### config.mk
export PLATFORM = sky130hd
export DESIGN_NAME = data_mem_ctrl
export DESIGN_NICKNAME = d
export VERILOG_FILES = /design/src/rtl/data_mem_ctrl_pkg.sv /design/src/rtl/data_mem_ctrl_write_buffer.sv /design/src/rtl/data_mem_ctrl.sv
export SDC_FILE = /design/constraint.sdc
export NUM_CORES = 1
export LEC_CHECK = 0
export ABC_CLOCK_PERIOD_IN_PS = 4870
export CORE_ASPECT_RATIO = 1.25
export CORE_MARGIN = 2
export CORE_UTILIZATION = 49
export DETAILED_ROUTE_END_ITERATION = 8
export GPL_TIMING_DRIVEN = 1
export PLACE_DENSITY = 0.84
export REMOVE_ABC_BUFFERS = 1
export SKIP_LAST_GASP = 1
export SYNTH_ARGS = -nofsm -noshare
export SYNTH_HDL_FRONTEND = slang
export SYNTH_HIERARCHICAL = 1
export SYNTH_SLANG_ARGS = --single-unit
### constraint.sdc
create_clock -name i_clk -period 4.87 [get_ports i_clk]
set_input_delay 0.974 -clock i_clk [delete_from_list [all_inputs] [get_ports i_clk]]
set_output_delay 0.974 -clock i_clk [all_outputs]
set_load 0.01 [all_outputs]
### src/rtl/data_mem_ctrl_pkg.sv
// Shared types and defaults for the data memory controller.
package data_mem_ctrl_pkg;

    typedef enum logic [1:0] {
        ST_IDLE     = 2'd0,
        ST_WR_DRAIN = 2'd1,
        ST_RD_WAIT  = 2'd2,
        ST_RD_DONE  = 2'd3
    } state_t;

    localparam int          DEF_TIMEOUT  = 255;
    localparam logic [31:0] DEF_ERR_DATA = 32'hDEADBEEF;

    function automatic logic [31:0] word_align(input logic [31:0] addr);
        return {addr[31:2], 2'b00};
    endfunction

endpackage

### src/rtl/data_mem_ctrl_write_buffer.sv
// One-entry posted write buffer with word-address match against a load address.
module write_buffer
    import data_mem_ctrl_pkg::*;
(
    input  logic        i_clk,
    input  logic        i_rst_n,
    input  logic        i_load,
    input  logic        i_clear,
    input  logic [31:0] i_addr,
    input  logic [31:0] i_data,
    input  logic [31:0] i_cmp_addr,
    output logic        o_valid,
    output logic        o_hit,
    output logic [31:0] o_addr,
    output logic [31:0] o_data
);

    logic        r_valid;
    logic [31:0] r_addr;
    logic [31:0] r_data;

    always_ff @(posedge i_clk or negedge i_rst_n) begin
        if (!i_rst_n) begin
            r_valid <= 1'b0;
            r_addr  <= '0;
            r_data  <= '0;
        end else if (i_load) begin
            r_valid <= 1'b1;
            r_addr  <= word_align(i_addr);
            r_data  <= i_data;
        end else if (i_clear) begin
            r_valid <= 1'b0;
        end
    end

    assign o_valid = r_valid;
    assign o_addr  = r_addr;
    assign o_data  = r_data;
    assign o_hit   = r_valid && (r_addr == word_align(i_cmp_addr));

endmodule

### src/rtl/data_mem_ctrl.sv
// CPU data-side memory controller: posted write buffer, blocking loads, ack timeout.
module data_mem_ctrl
    import data_mem_ctrl_pkg::*;
#(
    parameter int          TIMEOUT  = DEF_TIMEOUT,
    parameter logic [31:0] ERR_DATA = DEF_ERR_DATA
)(
    input  logic        i_clk,
    input  logic        i_rst_n,
    input  logic        i_cpu_read,
    input  logic        i_cpu_write,
    input  logic [31:0] i_cpu_addr,
    input  logic [31:0] i_cpu_wdata,
    output logic [31:0] o_cpu_rdata,
    output logic        o_stall,
    output logic        o_mem_req,
    output logic        o_mem_we,
    output logic [31:0] o_mem_addr,
    output logic [31:0] o_mem_wdata,
    input  logic        i_mem_ack,
    input  logic [31:0] i_mem_rdata,
    output logic        o_bus_err
);

    localparam int            CW   = (TIMEOUT > 1) ? $clog2(TIMEOUT + 1) : 1;
    localparam logic [CW-1:0] LAST = CW'(TIMEOUT - 1);

    state_t      r_state;
    logic [CW-1:0] r_cnt;
    logic [31:0] r_rdata;
    logic        r_mem_req;
    logic        r_mem_we;
    logic [31:0] r_mem_addr;
    logic [31:0] r_mem_wdata;
    logic        r_bus_err;

    logic        w_buf_valid;
    logic        w_buf_hit;
    logic [31:0] w_buf_addr;
    logic [31:0] w_buf_data;
    logic        w_rd_hit;
    logic        w_rd_miss;
    logic        w_wr;
    logic        w_stall;
    logic        w_load;
    logic        w_clear;
    logic        w_ack;
    logic        w_timeout;
    logic [31:0] w_rdata;

    // A simultaneous read and write is served as a read only.
    assign w_rd_hit  = i_cpu_read && w_buf_hit;
    assign w_rd_miss = i_cpu_read && !w_buf_hit;
    assign w_wr      = i_cpu_write && !i_cpu_read;
    assign w_ack     = i_mem_ack && r_mem_req;
    assign w_timeout = (r_cnt == LAST);
    assign w_load    = w_wr && !w_stall;
    assign w_clear   = (r_state == ST_WR_DRAIN) && (w_ack || w_timeout);

    write_buffer u_wbuf (
        .i_clk      (i_clk),
        .i_rst_n    (i_rst_n),
        .i_load     (w_load),
        .i_clear    (w_clear),
        .i_addr     (i_cpu_addr),
        .i_data     (i_cpu_wdata),
        .i_cmp_addr (i_cpu_addr),
        .o_valid    (w_buf_valid),
        .o_hit      (w_buf_hit),
        .o_addr     (w_buf_addr),
        .o_data     (w_buf_data)
    );

    always_comb begin
        w_stall = 1'b0;
        case (r_state)
            ST_IDLE, ST_WR_DRAIN: w_stall = w_rd_miss || (w_wr && w_buf_valid);
            ST_RD_WAIT:           w_stall = 1'b1;
            default:              w_stall = 1'b0;
        endcase
        if (!i_rst_n)
            w_stall = 1'b0;
    end

    always_comb begin
        w_rdata = '0;
        if (!i_rst_n)
            w_rdata = '0;
        else if (r_state == ST_RD_DONE && i_cpu_read)
            w_rdata = r_rdata;
        else if (w_rd_hit && !w_stall)
            w_rdata = w_buf_data;
    end

    always_ff @(posedge i_clk or negedge i_rst_n) begin
        if (!i_rst_n) begin
            r_state     <= ST_IDLE;
            r_cnt       <= '0;
            r_rdata     <= '0;
            r_mem_req   <= 1'b0;
            r_mem_we    <= 1'b0;
            r_mem_addr  <= '0;
            r_mem_wdata <= '0;
            r_bus_err   <= 1'b0;
        end else begin
            case (r_state)
                ST_IDLE: begin
                    // Buffered store always goes out before a missing load.
                    if (w_buf_valid) begin
                        r_state     <= ST_WR_DRAIN;
                        r_mem_req   <= 1'b1;
                        r_mem_we    <= 1'b1;
                        r_mem_addr  <= w_buf_addr;
                        r_mem_wdata <= w_buf_data;
                        r_cnt       <= '0;
                    end else if (w_rd_miss) begin
                        r_state     <= ST_RD_WAIT;
                        r_mem_req   <= 1'b1;
                        r_mem_we    <= 1'b0;
                        r_mem_addr  <= word_align(i_cpu_addr);
                        r_mem_wdata <= '0;
                        r_cnt       <= '0;
                    end
                end
                ST_WR_DRAIN: begin
                    if (w_ack || w_timeout) begin
                        r_state   <= ST_IDLE;
                        r_mem_req <= 1'b0;
                        r_mem_we  <= 1'b0;
                        if (!w_ack)
                            r_bus_err <= 1'b1;
                    end else begin
                        r_cnt <= r_cnt + 1'b1;
                    end
                end
                ST_RD_WAIT: begin
                    if (w_ack) begin
                        r_state   <= ST_RD_DONE;
                        r_mem_req <= 1'b0;
                        r_rdata   <= i_mem_rdata;
                    end else if (w_timeout) begin
                        r_state   <= ST_RD_DONE;
                        r_mem_req <= 1'b0;
                        r_rdata   <= ERR_DATA;
                        r_bus_err <= 1'b1;
                    end else begin
                        r_cnt <= r_cnt + 1'b1;
                    end
                end
                default: begin
                    r_state <= ST_IDLE;
                end
            endcase
        end
    end

    assign o_cpu_rdata = w_rdata;
    assign o_stall     = w_stall;
    assign o_mem_req   = r_mem_req;
    assign o_mem_we    = r_mem_we;
    assign o_mem_addr  = r_mem_addr;
    assign o_mem_wdata = r_mem_wdata;
    assign o_bus_err   = r_bus_err;

endmodule

==> results.md, run 1 <==
Setup path
• **cell depth of the worst flop-to-flop path** 13
• **worst endpoint data arrival time** 3.75 ns
• **critical path fanouts, max** 10
• **cell type of the slowest stage on the worst timing path** sky130_fd_sc_hd__clkdlybuf4s50_1
• **origin of the critical flop-to-flop path** u_wbuf/o_addr[8]
• **Setup Crit Path Kind** primary input to output port
• **Critical Path Start Type** primary input
• **type of element capturing the critical path** output port
• **stage delay of the slowest cell on the critical path** 0.47 ns
• **slack of the worst reg-to-reg path** 1.06 ns
• **CP Data Required Time** 3.90 ns
• **critical path cell sequence** clkdlybuf4s50_1 -> xor2_1 -> nor4_2 -> nand4_1 -> nor4_4 -> and2b_2 -> o311ai_4 -> buf_6 -> buf_4 -> buf_12 -> a32oi_1 -> nor2b_1 -> buf_2
• **reg-to-reg critical path endpoint** u_wbuf/o_data[29]

CTS
• **number of buffers inserted by hold repair at cts** 0
• **number of sinks driven by the clock tree** 172
• **clock latency at the later pin of the worst-skew pair** 0.43 ns
• **clock-pin slew on the worst setup and hold paths** 0.07 ns
• **TritonCTS clock tree** built
• **count of H-tree levels built during CTS** 4
• **Clock Tree Root** sky130_fd_sc_hd__clkbuf_16
• **number of buffers on the longest clock path** 2
• **number of clock buffers inserted by TritonCTS** 17

Logic synthesis
• **number of warning messages in the yosys log** 6
• **count of flip-flops with a built-in enable after synthesis** 0
• **dominant register cell in the synthesized netlist** sky130_fd_sc_hd__dfrtp_1
• **per-instance average area after synthesis** 12.3 µm²
• **area of the mapped netlist** 7800 µm²
• **leading post-synthesis cells by cell area** sky130_fd_sc_hd__dfrtp_1 (55%), sky130_fd_sc_hd__mux2_2 (9.1%), sky130_fd_sc_hd__a22o_1 (4.7%)
• **number of register bits inferred by synthesis** 172
• **cell type with the highest aggregate area in the netlist** sky130_fd_sc_hd__dfrtp_1
• **share of Yosys cell area claimed by the top area cell type** 0.552
• **proportion of synthesized flip-flops having asynchronous set or reset** 1.00
• **instance count of the mapped netlist** 636
• **number of unique standard cell types used by synthesis** 47
• **share of synthesized area occupied by flip-flops and latches** 0.552

STA
• **measured slew at the worst slew-check pin** 1.19 ns
• **unrepaired setup endpoints after global routing** no
• **fin crit period** 4.72 ns
• **part of the cycle the worst path needs** 0.969
• **skew final** 0.0101 ns
• **final max-slew violation count** 0
• **worst relative slew slack** 0.203
• **Peak Freq** 212 MHz
• **final worst slack** 0.149 ns
• **number of hold-slack violations in the final timing report** 0
• **Setup violations, final** 0

GRT
• **met1 usage in global routing** 0.304
• **maximum number of pins on one net before global-route repair** 88
• **met2 capacity usage during global routing** 0.438
• **number of global-route vias before repair** 6526
• **initial antenna violation count** 1
• **first-pass GRT wire length** 33900 µm
• **Congestion Overflow GR** 0
• **gr usage total** 0.259
• **met3 track demand over resource in global routing** 0.0643
• **most utilized layer in the global route result** met2

Layout
• **fraction of layout cells with a size suffix above 1** 0.200
• **area occupied by multi-input gates** 3270 µm²
• **sequential cell area** 4310 µm²
• **count of fill cells added during filler insertion** 1135
• **Layout Nets** 947
• **Syn-to-layout area delta** 38.4%

Floorplan
• **full die area** 17000 µm²
• **floorplan die width** 117 µm
• **effective utilization at floorplan** 0.501
• **die outline height** 145 µm
• **num rows** 51
• **Core Box Area** 15600 µm²
• **Top Ports** 201

Detailed routing
• **1st-pass router iterations** 7
• **DRC Markers** 0
• **detailed router's first-iteration violation count** 377
• **post-DR wirelength/cell** 20.0 µm
• **number of nets still failing antenna checks after routing** 0
• **routed wire length** 21200 µm
• **vias per std cell** 5.76
• **Vias** 6126

Min path
• **Hold Crit Class** primary input to asynchronous set/reset pin

Power and ir drop
• **Design Power** 6.32 mW
• **peak ir drop on the vdd network** 0.000288 V
• **Power per Cell Area** 585 nW/µm²
• **Static Leak** 4.70 nW

Placed design
• **worst slack at placement** -0.546 ns
• **post-detailed-placement half-perimeter wirelength** 14600 µm
• **number of input and output port buffers inserted** 198
• **Final Wtd Congestion** 0.814

Run status
• **result of the run** finished, final reports clean

Flow run
• **maxcap violations** 0

-- final cells by class --
| type | count | share of cell area |
|---|---|---|
| well taps | 212 | 0.0246 |
| clock buffers | 21 | 0.0427 |
| repair buffers | 233 | 0.215 |
| clock inverters | 10 | 0.0107 |
| multi-input cells | 401 | 0.303 |
| inverters | 14 | 0.00487 |
| flip-flops and latches | 172 | 0.399 |
| diodes | 1 | 0.000232 |
-- routing by layer --
metal / share of wire / wire length (µm)
met5: 0 / 0
met3: 0.066 / 1400
met1: 0.38 / 8140
met2: 0.51 / 10900
met4: 0.036 / 756
-- sequential cells by signal, summed over array words and instances, names as in the netlist --
register,count
o_bus_err,1
o_mem_addr,32
o_mem_req,1
o_mem_wdata,32
o_mem_we,1
r_cnt,8
r_rdata,32
r_state,2
u_wbuf/o_addr,30
u_wbuf/o_data,32
u_wbuf/o_valid,1
-- cells by family (layout without fill, tap and decap cells) --
logic type / Yosys count / count (layout) / share of synthesized area
other: 1 / 3 / 0.000481
muxes: 95 / 95 / 0.133
adders and majority gates: 7 / 7 / 0.0112
buffers and inverters: 64 / 278 / 0.0364
xor gates and xnor gates: 30 / 30 / 0.0337
and+or+nand+nor: 109 / 109 / 0.0750
DFF: 172 / 172 / 0.552
AOI/OAI and AO/OA: 158 / 158 / 0.159
-- worst max path at each step --
stage / from / endpoint / slack, ns / depth (start not counted)
after floorplan: u_wbuf/o_valid / u_wbuf/o_addr[10] / -3.83 / 8
after global placement: i_cpu_addr[21] / o_cpu_rdata[22] / -0.54 / 11
after detailed placement: i_cpu_addr[11] / o_cpu_rdata[22] / -0.55 / 11
after CTS: i_cpu_addr[9] / o_cpu_rdata[22] / -0.09 / 12
after global routing: i_cpu_addr[6] / o_cpu_rdata[13] / 0.03 / 13
final: i_cpu_addr[6] / o_cpu_rdata[13] / 0.15 / 13
-- critical path, delay by kind of cell --
kind,cells,cell delay (ns)
AO/OA/AOI/OAI,2,0.37
XOR/XNOR,1,0.20
buffers and inverters,5,1.03
AND/OR/NAND/NOR,5,1.16
-- cell usage after synthesis, drive strengths merged (4+ instances only) --
cell type / n
a22o: 42
a32oi: 32
and2: 4
buf: 25
clkbuf: 25
dfrtp: 172
ha: 7
inv: 14
mux2: 64
mux2i: 31
nand2: 37
nand3: 6
nand4: 9
nor2: 6
nor2b: 32
nor4: 5
o211ai: 13
o21ai: 33
o22a: 24
xnor2: 26
xor2: 4
-- what timing repair did --
item / in CTS / in global routing
setup endpoints to repair: 33 / 33
buffers inserted: 3 / 1
gates resized for setup: 115 / 22
cloned: 2 / 0
pin swaps: 6 / 11
-- layout by cell type (no fill, tap or decap), types with 3 or more instances in the layout --
| cell type | n |
|---|---|
| sky130_fd_sc_hd__a21oi_1 | 3 |
| sky130_fd_sc_hd__a22o_1 | 42 |
| sky130_fd_sc_hd__a32oi_1 | 32 |
| sky130_fd_sc_hd__and2_1 | 4 |
| sky130_fd_sc_hd__buf_12 | 7 |
| sky130_fd_sc_hd__buf_2 | 18 |
| sky130_fd_sc_hd__buf_4 | 23 |
| sky130_fd_sc_hd__buf_6 | 4 |
| sky130_fd_sc_hd__clkbuf_16 | 17 |
| sky130_fd_sc_hd__clkbuf_8 | 3 |
| sky130_fd_sc_hd__clkdlybuf4s15_1 | 5 |
| sky130_fd_sc_hd__clkdlybuf4s15_2 | 8 |
| sky130_fd_sc_hd__clkdlybuf4s50_1 | 149 |
| sky130_fd_sc_hd__clkinv_2 | 3 |
| sky130_fd_sc_hd__clkinvlp_4 | 3 |
| sky130_fd_sc_hd__dfrtp_1 | 171 |
| sky130_fd_sc_hd__dlymetal6s2s_1 | 15 |
| sky130_fd_sc_hd__ha_1 | 7 |
| sky130_fd_sc_hd__inv_1 | 14 |
| sky130_fd_sc_hd__mux2_2 | 63 |
| sky130_fd_sc_hd__mux2i_1 | 31 |
| sky130_fd_sc_hd__nand2_1 | 37 |
| sky130_fd_sc_hd__nand3_1 | 6 |
| sky130_fd_sc_hd__nand4_1 | 8 |
| sky130_fd_sc_hd__nor2_1 | 5 |
| sky130_fd_sc_hd__nor2b_1 | 32 |
| sky130_fd_sc_hd__nor4_1 | 3 |
| sky130_fd_sc_hd__o211ai_1 | 13 |
| sky130_fd_sc_hd__o21ai_0 | 31 |
| sky130_fd_sc_hd__o22a_1 | 24 |
| sky130_fd_sc_hd__xnor2_1 | 24 |
| sky130_fd_sc_hd__xor2_1 | 4 |
-- power by group --
part           total (mW)  leakage (nW)  internal [mW]  switching [mW]
registers            2.46          2.07           2.03           0.428
logic                2.53          2.35           1.35            1.18
clock network        1.34         0.276          0.780           0.556
total                6.32          4.70           4.16            2.16
-- per-stage QoR --
stage	setup TNS [ns]	util	cell area [µm²]	std cells	hold WS, ns
after floorplan	-409.10	-	7570	587	0.474
after global placement	-16.26	0.652	10200	1026	0.455
after detailed placement	-17.66	0.652	10200	1026	0.470
after CTS	-0.267	0.689	10700	1062	0.358
after global routing	0	0.693	10800	1064	0.351
final	0	0.693	10800	1064	0.367
No activity file was read; power rests on OpenSTA's default activity.
==> run 2: changes to the inputs <==
--- a/config.mk
+++ b/config.mk
@@ -11,6 +11,7 @@
 export CORE_UTILIZATION = 49
 export DETAILED_ROUTE_END_ITERATION = 8
 export GPL_TIMING_DRIVEN = 1
+export HOLD_SLACK_MARGIN = 0.1
 export PLACE_DENSITY = 0.84
 export REMOVE_ABC_BUFFERS = 1
 export SKIP_LAST_GASP = 1
==> results of run 2 <==
The final DEF is identical to that of run 1; final timing and power are the same.
==> run 3: changes to the inputs <==
--- a/config.mk
+++ b/config.mk
@@ -5,17 +5,15 @@
 export SDC_FILE = /design/constraint.sdc
 export NUM_CORES = 1
 export LEC_CHECK = 0
-export ABC_CLOCK_PERIOD_IN_PS = 4870
 export CORE_ASPECT_RATIO = 1.25
 export CORE_MARGIN = 2
 export CORE_UTILIZATION = 49
 export DETAILED_ROUTE_END_ITERATION = 8
 export GPL_TIMING_DRIVEN = 1
 export HOLD_SLACK_MARGIN = 0.1
-export PLACE_DENSITY = 0.84
+export PLACE_DENSITY = 0.85
 export REMOVE_ABC_BUFFERS = 1
 export SKIP_LAST_GASP = 1
 export SYNTH_ARGS = -nofsm -noshare
 export SYNTH_HDL_FRONTEND = slang
-export SYNTH_HIERARCHICAL = 1
 export SYNTH_SLANG_ARGS = --single-unit
==> run 3 against run 2 <==
Combinational power increased by 2%. Highest routed layer unchanged. Sequential share of layout area increased by 1.2 points. Clock power about the same. Final cell count decreased by 3.1%. Synthesized cell count decreased by 0.63%. Register-to-register slack improved by 1.2 ns. Area after synthesis decreased by 2.7%. Critical endpoint is now o_cpu_rdata[19]. Clock skew increased by 0.00097 ns. First-iteration DRC count increased by 34%. Via count increased by 1.6%.
==> results.md, run 3 <==
Setup path
• **slack of the worst reg-to-reg path** 2.23 ns, was 1.06 ns
• **worst endpoint data arrival time** 3.77 ns, was 3.75 ns
• **stage delay of the slowest cell on the critical path** 0.60 ns, was 0.47 ns
• **WP buf/inv** 3, was 5
• **critical path fanouts, max** 32, was 10
• **Critical Path Start Type** primary input, unchanged
• **origin of the critical flop-to-flop path** r_state[1], was u_wbuf/o_addr[8]
• **reg-to-reg critical path endpoint** o_mem_addr[4], was u_wbuf/o_data[29]
• **cell depth of the worst flop-to-flop path** 6, was 13
• **cell type of the slowest stage on the worst timing path** sky130_fd_sc_hd__clkdlybuf4s50_1, unchanged
• **Setup Crit Path Kind** primary input to output port, unchanged
• **type of element capturing the critical path** output port, unchanged
• **critical path cell sequence** clkdlybuf4s50_1 -> xor2_1 -> nor4_2 -> nand4_1 -> nor3_2 -> buf_12 -> a22oi_1 -> nor2b_1 -> clkdlybuf4s50_1, was clkdlybuf4s50_1 -> xor2_1 -> nor4_2 -> nand4_1 -> nor4_4 -> and2b_2 -> o311ai_4 -> buf_6 -> buf_4 -> buf_12 -> a32oi_1 -> nor2b_1 -> buf_2
• **CP Data Required Time** 3.90 ns, about the same
• **family with the most delay on the worst path** buffers and inverters, was simple AND/OR/NAND/NOR gates
• **Top cell by count, worst path** sky130_fd_sc_hd__clkdlybuf4s50_1

Floorplan
• **die outline height** 143 µm, was 145 µm
• **Top Ports** 201, unchanged
• **effective utilization at floorplan** 0.504, was 0.501
• **full die area** 16500 µm², was 17000 µm²
• **num rows** 50, was 51
• **Core Box Area** 15100 µm², was 15600 µm²
• **floorplan die width** 115 µm, was 117 µm

CTS
• **clock-pin slew on the worst setup and hold paths** 0.06 ns, was 0.07 ns
• **number of buffers on the longest clock path** 2, unchanged
• **TritonCTS clock tree** built, unchanged
• **Clock Tree Root** sky130_fd_sc_hd__clkbuf_16, unchanged
• **total setup buffers inserted after CTS** 0, was 3
• **clock latency at the later pin of the worst-skew pair** 0.43 ns, about the same
• **count of H-tree levels built during CTS** 4, unchanged
• **number of sinks driven by the clock tree** 170, was 172
• **number of clock buffers inserted by TritonCTS** 17, unchanged

Min path
• **Hold Crit Class** primary input to asynchronous set/reset pin, unchanged

GRT
• **first-pass GRT wire length** 34200 µm, was 33900 µm
• **number of global-route vias before repair** 6534, was 6526
• **initial antenna violation count** 0, was 1
• **gr usage total** 0.267, was 0.259
• **Congestion Overflow GR** 0, unchanged
• **maximum number of pins on one net before global-route repair** 116, was 88

Layout
• **fraction of layout cells with a size suffix above 1** 0.140, was 0.200
• **Syn-to-layout area delta** 36.4%, was 38.4%
• **count of fill cells added during filler insertion** 1061, was 1135
• **number of diodes added for antenna fixing** 0, was 1
• **most common cell after layout, fill and taps aside** sky130_fd_sc_hd__clkdlybuf4s50_1, was sky130_fd_sc_hd__dfrtp_1
• **Layout Nets** 918, was 947
• **commonest cells after routing, fill and taps aside** sky130_fd_sc_hd__clkdlybuf4s50_1 (195), sky130_fd_sc_hd__dfrtp_1 (170), sky130_fd_sc_hd__mux2_2 (62), was sky130_fd_sc_hd__dfrtp_1 (171), sky130_fd_sc_hd__clkdlybuf4s50_1 (149), sky130_fd_sc_hd__mux2_2 (63)

STA
• **number of hold-slack violations in the final timing report** 0, unchanged
• **Total Neg Setup Slack** 0 ns, unchanged
• **fin crit period** 4.74 ns, was 4.72 ns
• **Setup violations, final** 0, unchanged
• **measured slew at the worst slew-check pin** 1.24 ns, was 1.19 ns
• **skew final** 0.0110 ns, was 0.0101 ns
• **worst relative slew slack** 0.171, was 0.203
• **unrepaired setup endpoints after global routing** no, unchanged
• **worst hold margin** 0.459 ns, was 0.367 ns
• **final max-slew violation count** 0, unchanged
• **part of the cycle the worst path needs** 0.974, was 0.969
• **Peak Freq** 211 MHz, was 212 MHz

Power and ir drop
• **sw power** 2.32 mW, was 2.16 mW
• **Cell Int Power** 4.17 mW, was 4.16 mW
• **part of the power in combinational logic** 0.398, was 0.400
• **Power per Cell Area** 627 nW/µm², was 585 nW/µm²
• **Flop pwr share** 0.396, was 0.389
• **Static Leak** 4.19 nW, was 4.70 nW
• **switch share** 0.357, was 0.342
• **peak ir drop on the vdd network** 0.000373 V, was 0.000288 V
• **Clock Power Share** 0.205, was 0.211

Logic synthesis
• **cell type with the highest aggregate area in the netlist** sky130_fd_sc_hd__dfrtp_1, unchanged
• **dominant register cell in the synthesized netlist** sky130_fd_sc_hd__dfrtp_1, unchanged
• **number of unique standard cell types used by synthesis** 39, was 47
• **area of the mapped netlist** 7590 µm², was 7800 µm²
• **per-instance average area after synthesis** 12.0 µm², was 12.3 µm²
• **most frequent cells after synthesis** sky130_fd_sc_hd__dfrtp_1 (170), sky130_fd_sc_hd__mux2_2 (62), sky130_fd_sc_hd__o22ai_1 (60), was sky130_fd_sc_hd__dfrtp_1 (172), sky130_fd_sc_hd__mux2_2 (63), sky130_fd_sc_hd__a22o_1 (42)
• **most frequent cell after synthesis** sky130_fd_sc_hd__dfrtp_1, unchanged
• **count of flip-flops with a built-in enable after synthesis** 0, unchanged
• **instance count of the mapped netlist** 632, was 636
• **share of Yosys cell area claimed by the top area cell type** 0.560, was 0.552
• **number of register bits inferred by synthesis** 170, was 172
• **proportion of synthesized flip-flops having asynchronous set or reset** 1.00, unchanged
• **share of synthesized area occupied by flip-flops and latches** 0.560, was 0.552
• **number of warning messages in the yosys log** 0, was 6
• **leading post-synthesis cells by cell area** sky130_fd_sc_hd__dfrtp_1 (56%), sky130_fd_sc_hd__mux2_2 (9.2%), sky130_fd_sc_hd__a22o_1 (5.3%), was sky130_fd_sc_hd__dfrtp_1 (55%), sky130_fd_sc_hd__mux2_2 (9.1%), sky130_fd_sc_hd__a22o_1 (4.7%)

Detailed routing
• **detailed router's first-iteration violation count** 504, was 377
• **DRC Markers** 0, unchanged
• **number of nets still failing antenna checks after routing** 0, unchanged
• **Vias** 6222, was 6126
• **1st-pass router iterations** 5, was 7
• **vias per std cell** 6.03, was 5.76
• **routed wire length** 21500 µm, was 21200 µm
• **post-DR wirelength/cell** 20.8 µm, was 20.0 µm

Placed design
• **post-detailed-placement half-perimeter wirelength** 14000 µm, was 14600 µm
• **number of input and output port buffers inserted** 196, was 198
• **Final Wtd Congestion** 0.827, was 0.814

Run status
• **result of the run** finished, final reports clean, unchanged

Flow run
• **maxcap violations** 0, unchanged

[run 3: cell count changes in the layout (fill, tap and decap cells not counted), moves of 28 or more]
cell,previous run,this run
sky130_fd_sc_hd__mux2i_1,31,3
sky130_fd_sc_hd__o22ai_1,2,60
sky130_fd_sc_hd__a32oi_1,32,0
sky130_fd_sc_hd__a22oi_1,2,33
sky130_fd_sc_hd__a21oi_1,3,33
sky130_fd_sc_hd__clkdlybuf4s50_1,149,195
[run 3: through the flow]
step	util	instances	worst slack, ns	power [mW]	area [µm²]
2_1_floorplan	-	584	0.231	3.89	7390
3_3_place_gp	0.647	999	0.169	4.98	9760
3_5_place_dp	0.647	999	0.170	5.13	9760
4_1_cts	0.686	1031	0.0790	6.51	10300
5_1_grt	0.687	1031	0.0259	6.88	10400
6_report	0.687	1031	0.128	6.49	10400
[run 3: cell type report]
class | instances | area (µm²) | area share
clock buffers | 21 | 480 | 0.0464
clock inverters | 11 | 110 | 0.0106
inverters | 6 | 22.5 | 0.00218
multi-input cells | 408 | 3140 | 0.303
flip-flops and latches | 170 | 4250 | 0.411
well taps | 208 | 260 | 0.0251
repair buffers | 207 | 2080 | 0.201
[run 3: worst max path at each step]
stage	startpoint	slack [ns]	cells past startpoint	endpoint
3_3_place_gp	i_cpu_addr[31]	0.17	9	o_cpu_rdata[23]
4_1_cts	i_cpu_addr[11]	0.08	9	o_cpu_rdata[19]
5_1_grt	i_cpu_addr[11]	0.03	9	o_cpu_rdata[15]
3_5_place_dp	i_cpu_addr[31]	0.17	9	o_cpu_rdata[23]
2_1_floorplan	i_cpu_addr[12]	0.23	6	o_cpu_rdata[0]
6_report	i_cpu_addr[11]	0.13	9	o_cpu_rdata[19]
[run 3: logic make-up after synthesis]
logic type	count (synthesis)	synth area share
muxes	65	0.0959
DFF	170	0.560
other	1	0.000494
adders and majority gates	7	0.0115
buffers and inverters	55	0.0298
AOI/OAI and AO/OA	218	0.205
and+or+nand+nor	86	0.0626
xor gates and xnor gates	30	0.0346
[run 3: timing repair]
| action | in CTS | in global routing |
|---|---|---|
| hold buffers | 0 | 0 |
| gates resized for setup | 0 | 1 |
| endpoints found under the setup margin | 0 | 25 |
[run 3: power by group through the flow]
| stage | combinational, mW | sequential [mW] | clock (mW) |
|---|---|---|---|
| CTS | 2.60 | 2.56 | 1.35 |
| global route | 2.81 | 2.64 | 1.42 |
| finish | 2.59 | 2.57 | 1.33 |
| detailed placement | 2.57 | 2.57 | 0 |
| floorplan | 1.33 | 2.57 | 0 |
| global placement | 2.47 | 2.51 | 0 |
[run 3: metal layers]
metal / part of all wire / vias up / global-route usage
li1: - / 2739 / -
met1: 0.39 / 3160 / 0.319
met3: 0.092 / 32 / 0.0887
met4: 0.017 / 0 / 0.0900
met5: 0 / - / 0
met2: 0.50 / 291 / 0.451
